File: src/rtl/argmax_frame_sequencer_if.sv
// argmax_frame_sequencer_if: chunk input stream and result output stream of the argmax sequencer.
// The sequencer takes the slave modport; the chunk producer / result consumer side takes master.
interface argmax_frame_sequencer_if #(
    parameter int WIDTH       = 8,
    parameter int LANES       = 16,
    parameter int INDEX_WIDTH = 8
);
    logic                   in_valid;
    logic                   in_ready;
    logic [LANES*WIDTH-1:0] in;
    logic                   out_valid;
    logic                   out_ready;
    logic [WIDTH-1:0]       max;
    logic [INDEX_WIDTH-1:0] argmax;

    modport master (
        output in_valid, in, out_ready,
        input  in_ready, out_valid, max, argmax
    );

    modport slave (
        input  in_valid, in, out_ready,
        output in_ready, out_valid, max, argmax
    );
endinterface

File: src/rtl/argmax_frame_sequencer.sv
// argmax_frame_sequencer: signed argmax over a frame of num_chunks chunks of LANES lanes each.
// Define ARGMAX_FRAME_SEQUENCER_ABORT_EN to add the abort input that drops a frame in RUN/DONE.
module argmax_frame_sequencer #(
    parameter int WIDTH       = 8,
    parameter int LANES       = 16,
    parameter int INDEX_WIDTH = 8,
    parameter int CHUNK_WIDTH = 4
) (
    input  logic                   clk,
    input  logic                   rst,
    input  logic                   start,
    input  logic [CHUNK_WIDTH-1:0] num_chunks,
`ifdef ARGMAX_FRAME_SEQUENCER_ABORT_EN
    input  logic                   abort,
`endif
    output logic                   busy,
    argmax_frame_sequencer_if.slave bus
);
    localparam int LW = (LANES > 1) ? $clog2(LANES) : 1;
    localparam int GW = CHUNK_WIDTH + LW;

    typedef enum logic [1:0] {IDLE, RUN, DONE} state_t;

    state_t                  state_q, state_d;
    logic [CHUNK_WIDTH-1:0]  cnt_q, cnt_d, len_q, len_d;
    logic signed [WIDTH-1:0] max_q, max_d, cmax;
    logic [INDEX_WIDTH-1:0]  arg_q, arg_d;
    logic [LW-1:0]           clane;
    logic [GW-1:0]           gidx;
    logic                    abort_i, accept, hs, last, upd;

`ifdef ARGMAX_FRAME_SEQUENCER_ABORT_EN
    assign abort_i = abort;
`else
    assign abort_i = 1'b0;
`endif

    // Strict greater-than while scanning upward keeps the lowest lane on ties.
    always_comb begin
        cmax  = $signed(bus.in[WIDTH-1:0]);
        clane = '0;
        for (int i = 1; i < LANES; i++) begin
            clane = ($signed(bus.in[i*WIDTH +: WIDTH]) > cmax) ? LW'(i) : clane;
            cmax  = ($signed(bus.in[i*WIDTH +: WIDTH]) > cmax) ? $signed(bus.in[i*WIDTH +: WIDTH]) : cmax;
        end
    end

    assign gidx   = GW'(cnt_q) * GW'(LANES) + GW'(clane);
    assign accept = (state_q == IDLE) && start && (num_chunks != '0);
    assign hs     = bus.in_valid && (state_q == RUN) && !abort_i;
    assign last   = cnt_q == len_q - CHUNK_WIDTH'(1);

    always_ff @(posedge clk or negedge rst) begin
        if (!rst) begin
            state_q <= IDLE;
            cnt_q   <= '0;
            len_q   <= '0;
            max_q   <= '0;
            arg_q   <= '0;
        end else begin
            state_q <= state_d;
            cnt_q   <= cnt_d;
            len_q   <= len_d;
            max_q   <= max_d;
            arg_q   <= arg_d;
        end
    end

    always_comb begin
        state_d = (abort_i && state_q != IDLE) ? IDLE :
                  (state_q == IDLE) ? (accept ? RUN : IDLE) :
                  (state_q == RUN)  ? ((hs && last) ? DONE : RUN) :
                  bus.out_ready ? IDLE : DONE;
        len_d   = accept ? num_chunks : len_q;
        cnt_d   = accept ? '0 : hs ? cnt_q + CHUNK_WIDTH'(1) : cnt_q;
        // First chunk of a frame loads unconditionally so stale results never leak in.
        upd     = hs && (cnt_q == '0 || cmax > max_q);
        max_d   = upd ? cmax : max_q;
        arg_d   = upd ? INDEX_WIDTH'(gidx) : arg_q;
    end

    always_comb begin
        busy          = state_q != IDLE;
        bus.in_ready  = state_q == RUN;
        bus.out_valid = state_q == DONE;
        bus.max       = max_q;
        bus.argmax    = arg_q;
    end
endmodule

File: src/flat_wrapper.sv
// flat-port wrapper written by rule: the top's interface ports become plain ports
module argmax_frame_sequencer_flat 
#(
    parameter int WIDTH       = 8,
    parameter int LANES       = 16,
    parameter int INDEX_WIDTH = 8,
    parameter int CHUNK_WIDTH = 4
)
  (clk, rst, start, num_chunks, busy, bus_in_valid, bus_in, bus_out_ready, bus_in_ready, bus_out_valid, bus_max, bus_argmax);
  argmax_frame_sequencer_if #(.WIDTH(WIDTH), .LANES(LANES), .INDEX_WIDTH(INDEX_WIDTH)) bus_i ();
  input  logic clk;
  input  logic rst;
  input  logic start;
  input  logic [CHUNK_WIDTH-1:0] num_chunks;
  output logic busy;
  input wire logic [$bits(bus_i.in_valid)-1:0] bus_in_valid;
  input wire logic [$bits(bus_i.in)-1:0] bus_in;
  input wire logic [$bits(bus_i.out_ready)-1:0] bus_out_ready;
  output wire logic [$bits(bus_i.in_ready)-1:0] bus_in_ready;
  output wire logic [$bits(bus_i.out_valid)-1:0] bus_out_valid;
  output wire logic [$bits(bus_i.max)-1:0] bus_max;
  output wire logic [$bits(bus_i.argmax)-1:0] bus_argmax;
  assign bus_i.in_valid = bus_in_valid;
  assign bus_i.in = bus_in;
  assign bus_i.out_ready = bus_out_ready;
  assign bus_in_ready = bus_i.in_ready;
  assign bus_out_valid = bus_i.out_valid;
  assign bus_max = bus_i.max;
  assign bus_argmax = bus_i.argmax;
  argmax_frame_sequencer #(.WIDTH(WIDTH), .LANES(LANES), .INDEX_WIDTH(INDEX_WIDTH), .CHUNK_WIDTH(CHUNK_WIDTH)) u_core (.clk(clk), .rst(rst), .start(start), .num_chunks(num_chunks), .busy(busy), .bus(bus_i));
endmodule
File: config.mk
export PLATFORM = sky130hd
export DESIGN_NAME = argmax_frame_sequencer_flat
export DESIGN_NICKNAME = d
export VERILOG_FILES = /design/src/rtl/argmax_frame_sequencer_if.sv /design/src/rtl/argmax_frame_sequencer.sv /design/src/flat_wrapper.sv
export SDC_FILE = /design/constraint.sdc
export NUM_CORES = 1
export LEC_CHECK = 0
export CAP_MARGIN = 20
export CORE_MARGIN = 4
export CORE_UTILIZATION = 49
export DETAILED_ROUTE_END_ITERATION = 12
export PLACE_DENSITY = 0.81
export RECOVER_POWER = 100
export SLEW_MARGIN = 10
export SYNTH_ARGS = -nofsm -noshare
export SYNTH_HDL_FRONTEND = slang
export SYNTH_SLANG_ARGS = --single-unit
File: constraint.sdc
create_clock -name clk -period 2.7 [get_ports clk]
set_input_delay 0.405 -clock clk [delete_from_list [all_inputs] [get_ports clk]]
set_output_delay 0.405 -clock clk [all_outputs]
set_load 0.05 [all_outputs]
==> summary.txt, run 1 <==
Place
  – IO buf count: 155
  – Detail Placement HPWL: 26000 um
  – Cells after DPL: 1733
  – Global placer's final weighted congestion: 0.977
  – Pre-CTS setup slack: -27.40 ns

Die
  – Initial Util: 49.8%
  – Die span in x: 132 um
  – Die H: 132 um
  – Row count: 45
  – IO Count: 156

Clocking
  – Clock Path Buffers: 2
  – CTS buffer count: 3
  – H-tree Lvls: 1
  – CTS Hold Bufs: 0
  – CTS root buffer: clkbuf_16
  – CTS sink cnt: 26

Synthesis
  – Top cells by area, synth: ha_1, dfrtp_1, inv_1
  – Distinct cells, synth: 101
  – Synth Register Bits: 26
  – Number of enable flip-flop cells after synthesis: 0
  – Synthesized area per cell: 7.19 um^2
  – Async SR Flop Fraction: 100%
  – Post-synth top flop: dfrtp_1
  – Share of the synthesized area in the top cell type: 17.4%
  – Sequential share of the synthesized area: 8.62%
  – Netlist Area Pre-Place: 7550 um^2
  – Ys Warns: 0
  – Top cell type by total area after synthesis: ha_1
  – Post-Syn Instances: 1050
  – Post-synth net total: 1292

Outcome
  – Fail Step: global routing (5_1_grt)
  – Outcome: aborted with a tool error
  – Halt Reason: [ERROR GRT-0116] Global routing finished with congestion. Check the congestion regions in the DRC Viewer.

GRT
  – Vias in the first global route: 15300
  – Global-route wire length before repair: 89900 um
  – GRT Residual Overflow: 7
  – Largest net degree at the start of global routing: 27
  – Total global-route track usage: 66.5%
metal layers:
metal  overflow  GRT usage, %
met3          0          49.1
met4          5          68.5
met5          0          16.9
met1          0          64.0
met2          2          86.6
cells by family after synthesis:
logic type,Yosys count,share of synthesized area [%]
AND/OR/NAND/NOR,342,22.5
AO/OA/AOI/OAI,321,30.3
buffers and inverters,164,8.34
adder cells (fa/ha/maj),110,18.1
multiplexers,59,8.72
XOR/XNOR,28,3.35
flip-flops,26,8.62
through the flow:
step	setup TNS [ns]	utilization (%)	hold WS (ns)	area, um^2
2_1_floorplan	-405.20	-	0.109	8180
3_3_place_gp	-413.12	82.3	0.492	12500
3_5_place_dp	-436.37	82.3	0.503	12500
4_1_cts	-403.85	94.2	0.536	14300
synthesized netlist by cell type, types with 6 or more instances:
cell type	n
a211o_1	7
a211oi_1	12
a21o_1	19
a21oi_1	75
a31o_2	6
a31oi_1	13
and2_1	13
and3_1	21
clkbuf_1	21
dfrtp_1	26
ha_1	105
inv_1	137
mux2_2	39
mux2i_1	17
nand2_1	79
nand2b_1	11
nand3_1	27
nand4_1	12
nor2_1	98
nor2b_1	20
nor3_1	13
nor4_1	7
o2111ai_1	8
o211ai_1	13
o21a_1	9
o21ai_0	53
o21ai_1	18
o31a_1	8
or2_2	9
xnor2_1	19
xor2_1	8
what timing repair did:
item | in CTS
gates cloned | 3
endpoints found under the setup margin | 16
gates resized for setup | 256
setup buffers | 111
pin swaps | 151
==> inputs of run 2 (changes only) <==
--- a/config.mk
+++ b/config.mk
@@ -7,9 +7,9 @@
 export LEC_CHECK = 0
 export CAP_MARGIN = 20
 export CORE_MARGIN = 4
-export CORE_UTILIZATION = 49
+export CORE_UTILIZATION = 40
 export DETAILED_ROUTE_END_ITERATION = 12
-export PLACE_DENSITY = 0.81
+export PLACE_DENSITY_LB_ADDON = 0.15
 export RECOVER_POWER = 100
 export SLEW_MARGIN = 10
 export SYNTH_ARGS = -nofsm -noshare
==> constraint.sdc (replaced) <==
create_clock -name clk -period 3.5 [get_ports clk]
set_input_delay 0.525 -clock clk [delete_from_list [all_inputs] [get_ports clk]]
set_output_delay 0.525 -clock clk [all_outputs]
set_load 0.05 [all_outputs]
==> run 2 against run 1 <==
Compared with the run above: synthesized area stayed put; the flow now finishes, with violations (capacitance limit, slew limit, setup timing); synthesized cell count unchanged.
==> summary.txt, run 2 <==
Setup path
  – CP endpoint kind: flip-flop
  – R2r worst-path depth: 20
  – WP data required: 3.66 ns
  – Max incr delay on CP: 0.50 ns
  – Arr. time, crit path: 29.61 ns
  – CP Launch Type: input port
  – Reg2Reg Setup Slack: 0.52 ns
  – Worst-path fanout max: 8
  – RR Endpoint: u_core.bus.argmax[0]
  – RR Startpoint: u_core.bus.max[1]
  – WS Path Type: in2reg
  – Slowest cell on the critical path: or4b_1
  – Top cell by count, worst path: ha_4

Clocking
  – CTS sink cnt: 26 (unchanged)
  – Worst-skew pair later-pin latency: 0.27 ns
  – H-tree Lvls: 1 (unchanged)
  – Clock Path Buffers: 2 (unchanged)
  – CTS root buffer: clkbuf_16 (unchanged)
  – CTS buffer count: 3 (unchanged)
  – CTS Hold Bufs: 0 (unchanged)
  – CTS tree: built
  – Reg clk slew, reported paths: 0.07 ns

Place
  – Pre-CTS setup slack: -25.97 ns (was -27.40 ns)
  – Detail Placement HPWL: 23000 um (was 26000 um)
  – Cells after DPL: 1780 (was 1733)
  – Global placer's final weighted congestion: 0.925 (was 0.977)
  – IO buf count: 155 (unchanged)

Synthesis
  – Synth Register Bits: 26 (unchanged)
  – Ys Warns: 0 (unchanged)
  – Synthesized area per cell: 7.19 um^2 (unchanged)
  – Post-Syn Instances: 1050 (unchanged)
  – Share of the synthesized area in the top cell type: 17.4% (unchanged)
  – Post-synth net total: 1292 (unchanged)
  – Most frequent cell after synthesis: inv_1 (unchanged)
  – Top cells by area, synth: ha_1, dfrtp_1, inv_1 (unchanged)
  – Distinct cells, synth: 101 (unchanged)
  – Async SR Flop Fraction: 100% (unchanged)
  – Commonest cells post-synth: inv_1, ha_1, nor2_1 (unchanged)
  – Top cell type by total area after synthesis: ha_1 (unchanged)
  – Number of enable flip-flop cells after synthesis: 0 (unchanged)
  – Netlist Area Pre-Place: 7550 um^2 (unchanged)
  – Sequential share of the synthesized area: 8.62% (unchanged)
  – Post-synth top flop: dfrtp_1 (unchanged)

Route
  – Final WL: 38800 um
  – Drc violations: 0
  – Final ANT Viol Nets: 0
  – WL per Instance: 20.0 um
  – Vias per inst: 5.86
  – 1st-iter DRT viols: 716
  – Pre-Repair DR Iteration Count: 5
  – Total number of vias: 11400

Hold path
  – Worst Hold Class: reg2reg
  – Hold Path Sink: u_core.bus.argmax[4]
  – Min-delay src: u_core.bus.argmax[4]
  – Min-Delay Path Depth: 2

Outcome
  – Outcome: complete, but fails checks (was aborted with a tool error)
  – Failing checks: capacitance limit, slew limit, setup timing

STA
  – Minimum clock period after layout: 29.45 ns
  – Setup TNS: -413.73 ns
  – Hold Vio Cnt, Final: 0
  – Final Setup Violations: 16
  – Final Max Tran Viols: 27
  – Max_slew headroom: -3.57%
  – Unrepaired setup endpoints after global routing: yes
  – Max Clock Freq: 0.0340 GHz
  – Least-Margin Pin Slew: 1.55 ns
  – Setup ws final: -25.95 ns
  – Tcrit/Tclk final: 842%
  – Final Skew: 0.00359 ns
  – Worst Hold Slack: 0.535 ns

Final layout
  – Fin cells: 1942
  – N_diodes: 0
  – Fraction of layout cells with a size suffix above 1: 51.9%
  – Commonest non-fill, non-tap cell in the layout: buf_4
  – Area Overhead vs Synth: 104%
  – Final nets: 1956
  – Commonest cells after routing, fill and taps aside: buf_4, clkdlybuf4s50_1, inv_1

GRT
  – GRT Residual Overflow: 0
  – Global-route wire length before repair: 52600 um
  – Total global-route track usage: 28.9%
  – Initial antenna violation count: 0
  – Largest net degree at the start of global routing: 27
  – Vias in the first global route: 11100

Die
  – CORE AREA: 18300 um^2
  – Die H: 145 um (was 132 um)
  – Row count: 49 (was 45)
  – Die span in x: 145 um (was 132 um)
  – Die Area: 21100 um^2
  – IO Count: 156 (unchanged)
  – Initial Util: 41.3% (was 49.8%)

Run
  – Max-Cap Viols: 1
-- run 2: worst max-delay path, delay by kind of cell --
family | cells | cell delay [ns]
buffers and inverters | 23 | 2.47
muxes | 10 | 2.86
and+or+nand+nor | 52 | 8.61
adders and majority gates | 16 | 3.76
AOI/OAI and AO/OA | 63 | 11.36
-- run 2: layout make-up --
type / count / area [um^2]
inverter: 137 / 532
timing repair buffer: 684 / 5760
clock buffer: 4 / 88.8
fill: 973 / 2890
sequential: 26 / 651
multi-input combinational: 862 / 8070
tap: 229 / 287
-- run 2: timing repair --
| action | 4_1_cts | 5_1_grt |
|---|---|---|
| pin swaps | 103 | 91 |
| buffers inserted | 105 | 49 |
| resized for setup | 206 | 162 |
| cloned | 6 | 0 |
| endpoints found under the setup margin | 16 | 16 |
-- run 2: worst max path at each step --
stage | startpoint | end | slack [ns] | cells after the start
global route | bus_in[8] | u_core.bus.argmax[3] | -27.22 | 170
finish | bus_in[8] | u_core.bus.argmax[3] | -25.95 | 164
CTS | bus_in[1] | u_core.bus.argmax[3] | -24.59 | 162
global placement | bus_in[5] | u_core.bus.argmax[3] | -25.31 | 158
floorplan | bus_in[2] | u_core.bus.argmax[3] | -24.94 | 175
detailed placement | bus_in[4] | u_core.bus.argmax[3] | -25.97 | 158
-- run 2: metrics by stage --
stage                     util, %  cell area (um^2)
after floorplan                 -              8180
after global placement       68.9             12600
after detailed placement     68.9             12600
after CTS                    78.2             14300
after global routing         84.2             15400
final                        84.2             15400
-- run 2: cells by family (layout without fill, tap and decap cells) --
logic type / Yosys count / after routing / synth area share (%)
XOR/XNOR: 28 / 28 / 3.35
multiplexers: 59 / 59 / 8.72
AO/OA/AOI/OAI: 321 / 322 / 30.3
buffers and inverters: 164 / 825 / 8.34
adder cells (fa/ha/maj): 110 / 110 / 18.1
flip-flops: 26 / 26 / 8.62
AND/OR/NAND/NOR: 342 / 343 / 22.5
-- run 2: layer usage --
layer / part of all wire [%] / routed length [um] / GRT usage (%)
met2: 51 / 19700 / 53.9
met1: 37 / 14400 / 33.4
met4: 7.0 / 2710 / 12.0
met5: 0 / 0 / 0
met3: 5.1 / 1990 / 3.33
Power of run 2 is left out: the tool's default activity adds up to more than one toggle a clock period on the data nets, which glitch-free logic cannot reach.
==> inputs of run 3 (changes only) <==
==> constraint.sdc (replaced) <==
create_clock -name clk -period 3.5 [get_ports clk]
set_input_delay 0.525 -clock clk [delete_from_list [all_inputs] [get_ports clk]]
set_output_delay 0.525 -clock clk [all_outputs]
set_load 0.1 [all_outputs]
==> results of run 3 <==
Final layout, timing and power as in run 2 (identical DEF).
Power of run 3 is left out for the same reason.
